[src/rtl/uart_pkg.sv]
// rtl/uart_pkg.sv - shared types, defaults and helpers for the UART receiver
//
// Purpose: receiver FSM state type, default frame geometry, bit-centre
//          position and the 3-sample majority vote.
// Ports:   none (package).
package uart_pkg;

  typedef enum logic [2:0] {
    IDLE,
    START,
    DATA,
    STOP,
    BREAK
  } rx_state_t;

  localparam int unsigned DEF_WORD_SIZE   = 8;
  localparam int unsigned DEF_PACKET_SIZE = DEF_WORD_SIZE + 2;
  localparam int unsigned DEF_PULSE_WIDTH = 868;

  // Counter value at the nominal centre of a bit period.
  function automatic int unsigned mid_of(input int unsigned pulse_width);
    return pulse_width / 2;
  endfunction

  function automatic logic majority3(input logic a, input logic b, input logic c);
    return (a & b) | (a & c) | (b & c);
  endfunction

endpackage

[src/rtl/uart_rx_sync_sampler.sv]
// rtl/uart_rx_sync_sampler.sv - rx synchroniser, falling-edge detect and bit-centre sampler
//
// Purpose: brings the asynchronous rx line into the clk domain, flags its
//          falling edge, runs the per-bit counter and majority-votes three
//          samples taken at MID-1, MID and MID+1.
// Ports:
//   clk, rst          clock, synchronous active-high reset
//   rx                asynchronous serial input, idle high
//   clear_i           hold the bit counter at 0 on the next edge
//   rx_s_o            synchronised rx
//   fall_o            rx_s has just gone 1 -> 0
//   sample_valid_o    counter is at MID+1; sample_bit_o is the voted bit
//   sample_bit_o      majority of the three centre samples
//   wrap_o            counter is at its last value of the bit period
module uart_rx_sync_sampler
  import uart_pkg::*;
#(
  parameter int unsigned PULSE_WIDTH = DEF_PULSE_WIDTH
) (
  input  logic clk,
  input  logic rst,
  input  logic rx,
  input  logic clear_i,
  output logic rx_s_o,
  output logic fall_o,
  output logic sample_valid_o,
  output logic sample_bit_o,
  output logic wrap_o
);

  localparam int unsigned CNT_W = $clog2(PULSE_WIDTH);
  localparam logic [CNT_W-1:0] CNT_MID_M1 = CNT_W'(mid_of(PULSE_WIDTH) - 1);
  localparam logic [CNT_W-1:0] CNT_MID    = CNT_W'(mid_of(PULSE_WIDTH));
  localparam logic [CNT_W-1:0] CNT_MID_P1 = CNT_W'(mid_of(PULSE_WIDTH) + 1);
  localparam logic [CNT_W-1:0] CNT_LAST   = CNT_W'(PULSE_WIDTH - 1);

  logic             rx_meta_q;
  logic             rx_s_q;
  logic             rx_prev_q;
  logic [CNT_W-1:0] cnt_q;
  logic [CNT_W-1:0] cnt_d;
  logic             samp0_q;
  logic             samp1_q;

  always_comb begin
    cnt_d = cnt_q + CNT_W'(1);
    if (clear_i || (cnt_q == CNT_LAST)) begin
      cnt_d = '0;
    end
  end

  always_ff @(posedge clk) begin
    if (rst) begin
      rx_meta_q <= 1'b1;
      rx_s_q    <= 1'b1;
      rx_prev_q <= 1'b1;
      cnt_q     <= '0;
      samp0_q   <= 1'b1;
      samp1_q   <= 1'b1;
    end else begin
      rx_meta_q <= rx;
      rx_s_q    <= rx_meta_q;
      rx_prev_q <= rx_s_q;
      cnt_q     <= cnt_d;
      if (cnt_q == CNT_MID_M1) begin
        samp0_q <= rx_s_q;
      end
      if (cnt_q == CNT_MID) begin
        samp1_q <= rx_s_q;
      end
    end
  end

  // The third vote is the live MID+1 sample, so the decision lands on the
  // same edge as the last sample instead of one cycle later.
  assign rx_s_o         = rx_s_q;
  assign fall_o         = rx_prev_q & ~rx_s_q;
  assign sample_valid_o = (cnt_q == CNT_MID_P1);
  assign sample_bit_o   = majority3(samp0_q, samp1_q, rx_s_q);
  assign wrap_o         = (cnt_q == CNT_LAST);

endmodule

[src/rtl/uart_rx_sampled.sv]
// rtl/uart_rx_sampled.sv - 8N1 UART receiver with majority sampling and ready/valid output
//
// Purpose: frames the synchronised rx stream (start, WORD_SIZE data bits LSB
//          first, stop), delivers words on a ready/valid port and reports
//          framing errors and overruns as one-cycle pulses.
// Ports:
//   clk, rst       clock, synchronous active-high reset
//   rx             asynchronous serial line, idle high
//   rx_ready       consumer accepts the word when rx_valid && rx_ready
//   data_bits_rx   received word, stable while rx_valid is high
//   rx_valid       word available
//   frame_err      one-cycle pulse: stop bit sampled low
//   overrun        one-cycle pulse: word completed while the previous one is unaccepted
//   busy           receiver is not idle
module uart_rx_sampled
  import uart_pkg::*;
#(
  parameter int unsigned WORD_SIZE   = DEF_WORD_SIZE,
  parameter int unsigned PULSE_WIDTH = DEF_PULSE_WIDTH,
  parameter int unsigned PACKET_SIZE = DEF_PACKET_SIZE
) (
  input  logic                 clk,
  input  logic                 rst,
  input  logic                 rx,
  input  logic                 rx_ready,
  output logic [WORD_SIZE-1:0] data_bits_rx,
  output logic                 rx_valid,
  output logic                 frame_err,
  output logic                 overrun,
  output logic                 busy
);

  localparam int unsigned IDX_W = $clog2(WORD_SIZE);
  // Last data slot: frame length minus start, stop and the zero-based offset.
  localparam logic [IDX_W-1:0] IDX_LAST = IDX_W'(PACKET_SIZE - 3);

  rx_state_t            state_q, state_d;
  logic [IDX_W-1:0]     idx_q, idx_d;
  logic [WORD_SIZE-1:0] shreg_q, shreg_d;
  logic [WORD_SIZE-1:0] data_q;
  logic                 valid_q;
  logic                 frame_err_q;
  logic                 overrun_q;

  logic rx_s;
  logic fall;
  logic sample_valid;
  logic sample_bit;
  logic wrap;
  logic cnt_clear;
  logic deliver;
  logic stop_bad;

  uart_rx_sync_sampler #(
    .PULSE_WIDTH(PULSE_WIDTH)
  ) u_sampler (
    .clk           (clk),
    .rst           (rst),
    .rx            (rx),
    .clear_i       (cnt_clear),
    .rx_s_o        (rx_s),
    .fall_o        (fall),
    .sample_valid_o(sample_valid),
    .sample_bit_o  (sample_bit),
    .wrap_o        (wrap)
  );

  always_comb begin
    state_d  = state_q;
    idx_d    = idx_q;
    shreg_d  = shreg_q;
    deliver  = 1'b0;
    stop_bad = 1'b0;
    unique case (state_q)
      IDLE: begin
        if (fall) begin
          state_d = START;
        end
      end
      START: begin
        // A start bit that votes high was a glitch: drop it silently.
        if (sample_valid && sample_bit) begin
          state_d = IDLE;
        end else if (wrap) begin
          state_d = DATA;
          idx_d   = '0;
        end
      end
      DATA: begin
        if (sample_valid) begin
          shreg_d[idx_q] = sample_bit;
        end
        if (wrap) begin
          if (idx_q == IDX_LAST) begin
            state_d = STOP;
          end else begin
            idx_d = idx_q + IDX_W'(1);
          end
        end
      end
      STOP: begin
        // Leave STOP at the centre sample, not at the end of the bit, so a
        // start bit that follows immediately is still seen as a fresh edge.
        if (sample_valid) begin
          if (sample_bit) begin
            deliver = 1'b1;
            state_d = IDLE;
          end else begin
            stop_bad = 1'b1;
            state_d  = BREAK;
          end
        end
      end
      BREAK: begin
        if (rx_s) begin
          state_d = IDLE;
        end
      end
      default: state_d = IDLE;
    endcase
  end

  // The counter runs only while a frame is in progress; in IDLE it rests at 0
  // so the edge-detect cycle itself is count 0.
  assign cnt_clear = (state_d == IDLE) || (state_d == BREAK);

  always_ff @(posedge clk) begin
    if (rst) begin
      state_q     <= IDLE;
      idx_q       <= '0;
      shreg_q     <= '0;
      data_q      <= '0;
      valid_q     <= 1'b0;
      frame_err_q <= 1'b0;
      overrun_q   <= 1'b0;
    end else begin
      state_q     <= state_d;
      idx_q       <= idx_d;
      shreg_q     <= shreg_d;
      frame_err_q <= stop_bad;
      overrun_q   <= deliver && valid_q && !rx_ready;
      if (deliver && (!valid_q || rx_ready)) begin
        data_q  <= shreg_q;
        valid_q <= 1'b1;
      end else if (valid_q && rx_ready) begin
        valid_q <= 1'b0;
      end
    end
  end

  assign data_bits_rx = data_q;
  assign rx_valid     = valid_q;
  assign frame_err    = frame_err_q;
  assign overrun      = overrun_q;
  assign busy         = (state_q != IDLE);

endmodule

[config.mk]
export PLATFORM = sky130hd
export DESIGN_NAME = uart_rx_sampled
export DESIGN_NICKNAME = d
export VERILOG_FILES = /design/src/rtl/uart_pkg.sv /design/src/rtl/uart_rx_sync_sampler.sv /design/src/rtl/uart_rx_sampled.sv
export SDC_FILE = /design/constraint.sdc
export NUM_CORES = 1
export LEC_CHECK = 0
export BUFFER_PORTS_ARGS = -buffer_cell sky130_fd_sc_hd__buf_2
export CORE_ASPECT_RATIO = 1.2
export CORE_MARGIN = 2
export CORE_UTILIZATION = 55
export CTS_CLUSTER_SIZE = 40
export DETAILED_ROUTE_END_ITERATION = 16
export HOLD_SLACK_MARGIN = 0.15
export MAX_ROUTING_LAYER = met4
export PLACE_DENSITY = 0.74
export RECOVER_POWER = 50
export SLEW_MARGIN = 10
export SYNTH_ARGS = -nofsm -noshare
export SYNTH_HDL_FRONTEND = slang
export SYNTH_SLANG_ARGS = --single-unit
[constraint.sdc]
create_clock -name clk -period 2.9 [get_ports clk]
set_input_delay 0.29 -clock clk [delete_from_list [all_inputs] [get_ports clk]]
set_output_delay 0.29 -clock clk [all_outputs]
set_load 0.02 [all_outputs]
==> out/results.ini <==
[job]
drv_cap = 0

[cells_and_area]
diodes = 0
fillerInstances = 297
area_growth_pct = 8.45
nets = 211
drive_above_1_share_pct = 9.85
layout.cells.non_filler = 240

[timing]
fmax_ghz = 0.395
min_period_ns = 2.53
timing.hold.ws_ns = 0.162
finalMaxSlewViolations = 0
rsz0062_at_grt = no
hold_viol = 0
worstMarginPinSlew_ns = 0.948
fin_crit_sh_pct = 87.3
finalSetupTns_ns = 0
relSlewSlack_pct = 36.8
skew_ns = 0.00817
setup_violations = 0

[worst_setup_path]
slowest_delay_ns = 0.67
crit_chain = ha_1, nor3b_1, nand4_1, a22o_1, a2111oi_4, nor4_1
crit_buf_inv = 0
reg2reg_slack_ns = 0.37
required_ns = 3.06
arrival_ns = 2.69
critPathKind = flop to flop
crit_family = compound AO/OA/AOI/OAI gates
reg2reg_depth = 6
crit_cells = 6
critPathMaxFanout = 10
worst_setup_path_start_kind = flop
cpMaxStageDelayCell = a2111oi_4
end_kind = flop

[min_path]
min_path_type = input pin to flop
min_delay_path_depth = 2

[detailed_routing]
wl_per_cell_um = 14.6
firstDrtPassIters = 4
vias = 1382
vias_per_cell = 5.76
wl_um = 3490
antenna_left = 0
first_iter_violations = 43
route.detailed.drc = 0

[grt]
grt_max_degree = 29
antenna_found_initial = 0
met2_usage_pct = 35.6
grt.overflow.total = 0
grt_pass1_wl_um = 5760
grt.busiest_layer = met2
grtUsageMet3_pct = 6.70
grt_pass1_vias = 1298
grt_use_met1_pct = 20.3
grtUsageTotal_pct = 20.4

[yosys]
ys.flop_type = dfxtp_1
synth-xor-area-share_pct = 3.76
synth_top_family_by_area = simple AND/OR/NAND/NOR gates
yosysMostFrequentCell = dfxtp_1
ys_types = 41
synthSimpleGateAreaFrac_pct = 28.3
yosysWarnings = 0
synthCells = 192
synth_compound_area_share_pct = 7.51
ys_seq_elements = 40
yosysTopAreaCell = dfxtp_1
yosys.area.top_type_share_pct = 42.9
synth_top_cells_by_count = 40 x dfxtp_1, 17 x mux2i_1, 14 x nand2b_1, 14 x nor2_1
yosysSeqAreaShare_pct = 42.9
synth_fp_nets = 201
synth_area_per_cell_sq_um = 9.72
yosys-top-cells-area = dfxtp_1 43%, mux2i_1 9.1%, nand2b_1 4.7%
synth_mux_area_share_pct = 9.73
synth_edf_count = 0
synthesis.area_sq_mm = 0.00187
async_flop_share_pct = 0
synthAdderAreaFrac_pct = 3.89

[power]
p_leak_uw = 0.000738
vdd_drop_max_mv = 0.408
power_uw = 1080
power_density_mw_per_mm2 = 532

[floorplanning]
die_h_um = 67.8
die_w_um = 57.2
start_util_pct = 56.9
rows = 23
die_area_sq_mm = 0.00388
boundaryPins = 16
core_area_sq_mm = 0.00328

[placement]
place_congestion = 0.909
place_inst = 232
io_buffers = 15
hpwl_um = 2550

[cts]
cts.reportedPaths.clkPinSlew_ns = 0.08
cts_resized = 0
root_buffer = clkbuf_8
cts_setup_buffers = 0
clk_latency_ns = 0.30
cts_buffers = 5
cts.htree.levels = 2
clockBufferDepth = 2
tritoncts = done
cts_hold_buffers = 0
clock_sinks = 40

[status]
run_status = complete, no violations

[sequential cells by signal, indices dropped and copies added, names as in the netlist]
register,count
u_sampler.samp0_q,1
state_q,3
u_sampler.rx_prev_q,1
u_sampler.cnt_q,10
u_sampler.rx_s_o,1
shreg_q,8
overrun,1
idx_q,3
data_bits_rx,8
u_sampler.samp1_q,1
frame_err,1
u_sampler.rx_meta_q,1
rx_valid,1
[stage by stage]
stage	util, %	instance area (sq um)	worst slack (ns)
floorplan	-	1870	0.865
finish	61.7	2020	0.368
CTS	62.3	2040	0.553
global placement	58.9	1930	0.684
global route	61.7	2020	0.222
detailed placement	58.9	1930	0.560
[cells by family after synthesis]
group           Yosys count
fa+ha+maj                 6
buf+inv                  16
compound gates           15
flops                    40
xor+xnor                  8
mux                      18
simple gates             89
[per-layer routing]
metal | up-vias | wire (um)
met3 | 7 | 141
met5 | - | 0
met4 | 0 | 80
met2 | 24 | 1810
met1 | 652 | 1460
li1 | 699 | -
[cells in the final DEF (no fill, tap or decap), types with 2 or more instances in the layout]
cell type  synthesis  final
dfxtp_1           40     40
mux2i_1           17     17
nand2b_1          14     14
nor2_1            14     14
clkbuf_1           7     13
nor4_1             8      8
nand3_1            8      8
nor3_1             7      7
xor2_1             6      6
and3_1             5      5
nand2_1            5      5
ha_1               5      5
clkbuf_8           0      5
nor3b_1            3      4
nand4_1            4      4
or2_2              4      4
inv_1              3      3
nor2b_1            3      3
o21ai_0            3      3
a22o_1             3      3
a21oi_1            3      3
and2_1             3      2
and4_1             2      2
a2111oi_4          2      2
xnor2_1            2      2
nand3b_1           2      2
buf_2              4      2
[path summary, 6_finish.rpt]
path	to	from
max	u_sampler.cnt_q[2]	u_sampler.cnt_q[0]
min	u_sampler.rx_meta_q	rx
max reg2reg	u_sampler.cnt_q[2]	u_sampler.cnt_q[0]
min reg2reg	u_sampler.rx_s_o	u_sampler.rx_meta_q
[area by class of cell]
class | count | area (sq um) | area share, %
clock buffers | 5 | 68.8 | 3.40
flip-flops and latches | 40 | 801 | 39.6
clock inverters | 3 | 42.5 | 2.10
multi-input cells | 136 | 987 | 48.8
repair buffers | 16 | 66.3 | 3.28
well taps | 37 | 46.3 | 2.29
inverters | 3 | 11.3 | 0.557
[where the power goes]
part | leakage (uW) | internal [uW] | total (uW) | switching [uW]
sequential | 0.000323 | 555 | 566 | 10.3
clock | 0.0000541 | 254 | 451 | 196
combinational | 0.000360 | 24.7 | 60.8 | 36.2
Note: power is estimated with default switching activity, not from simulation.
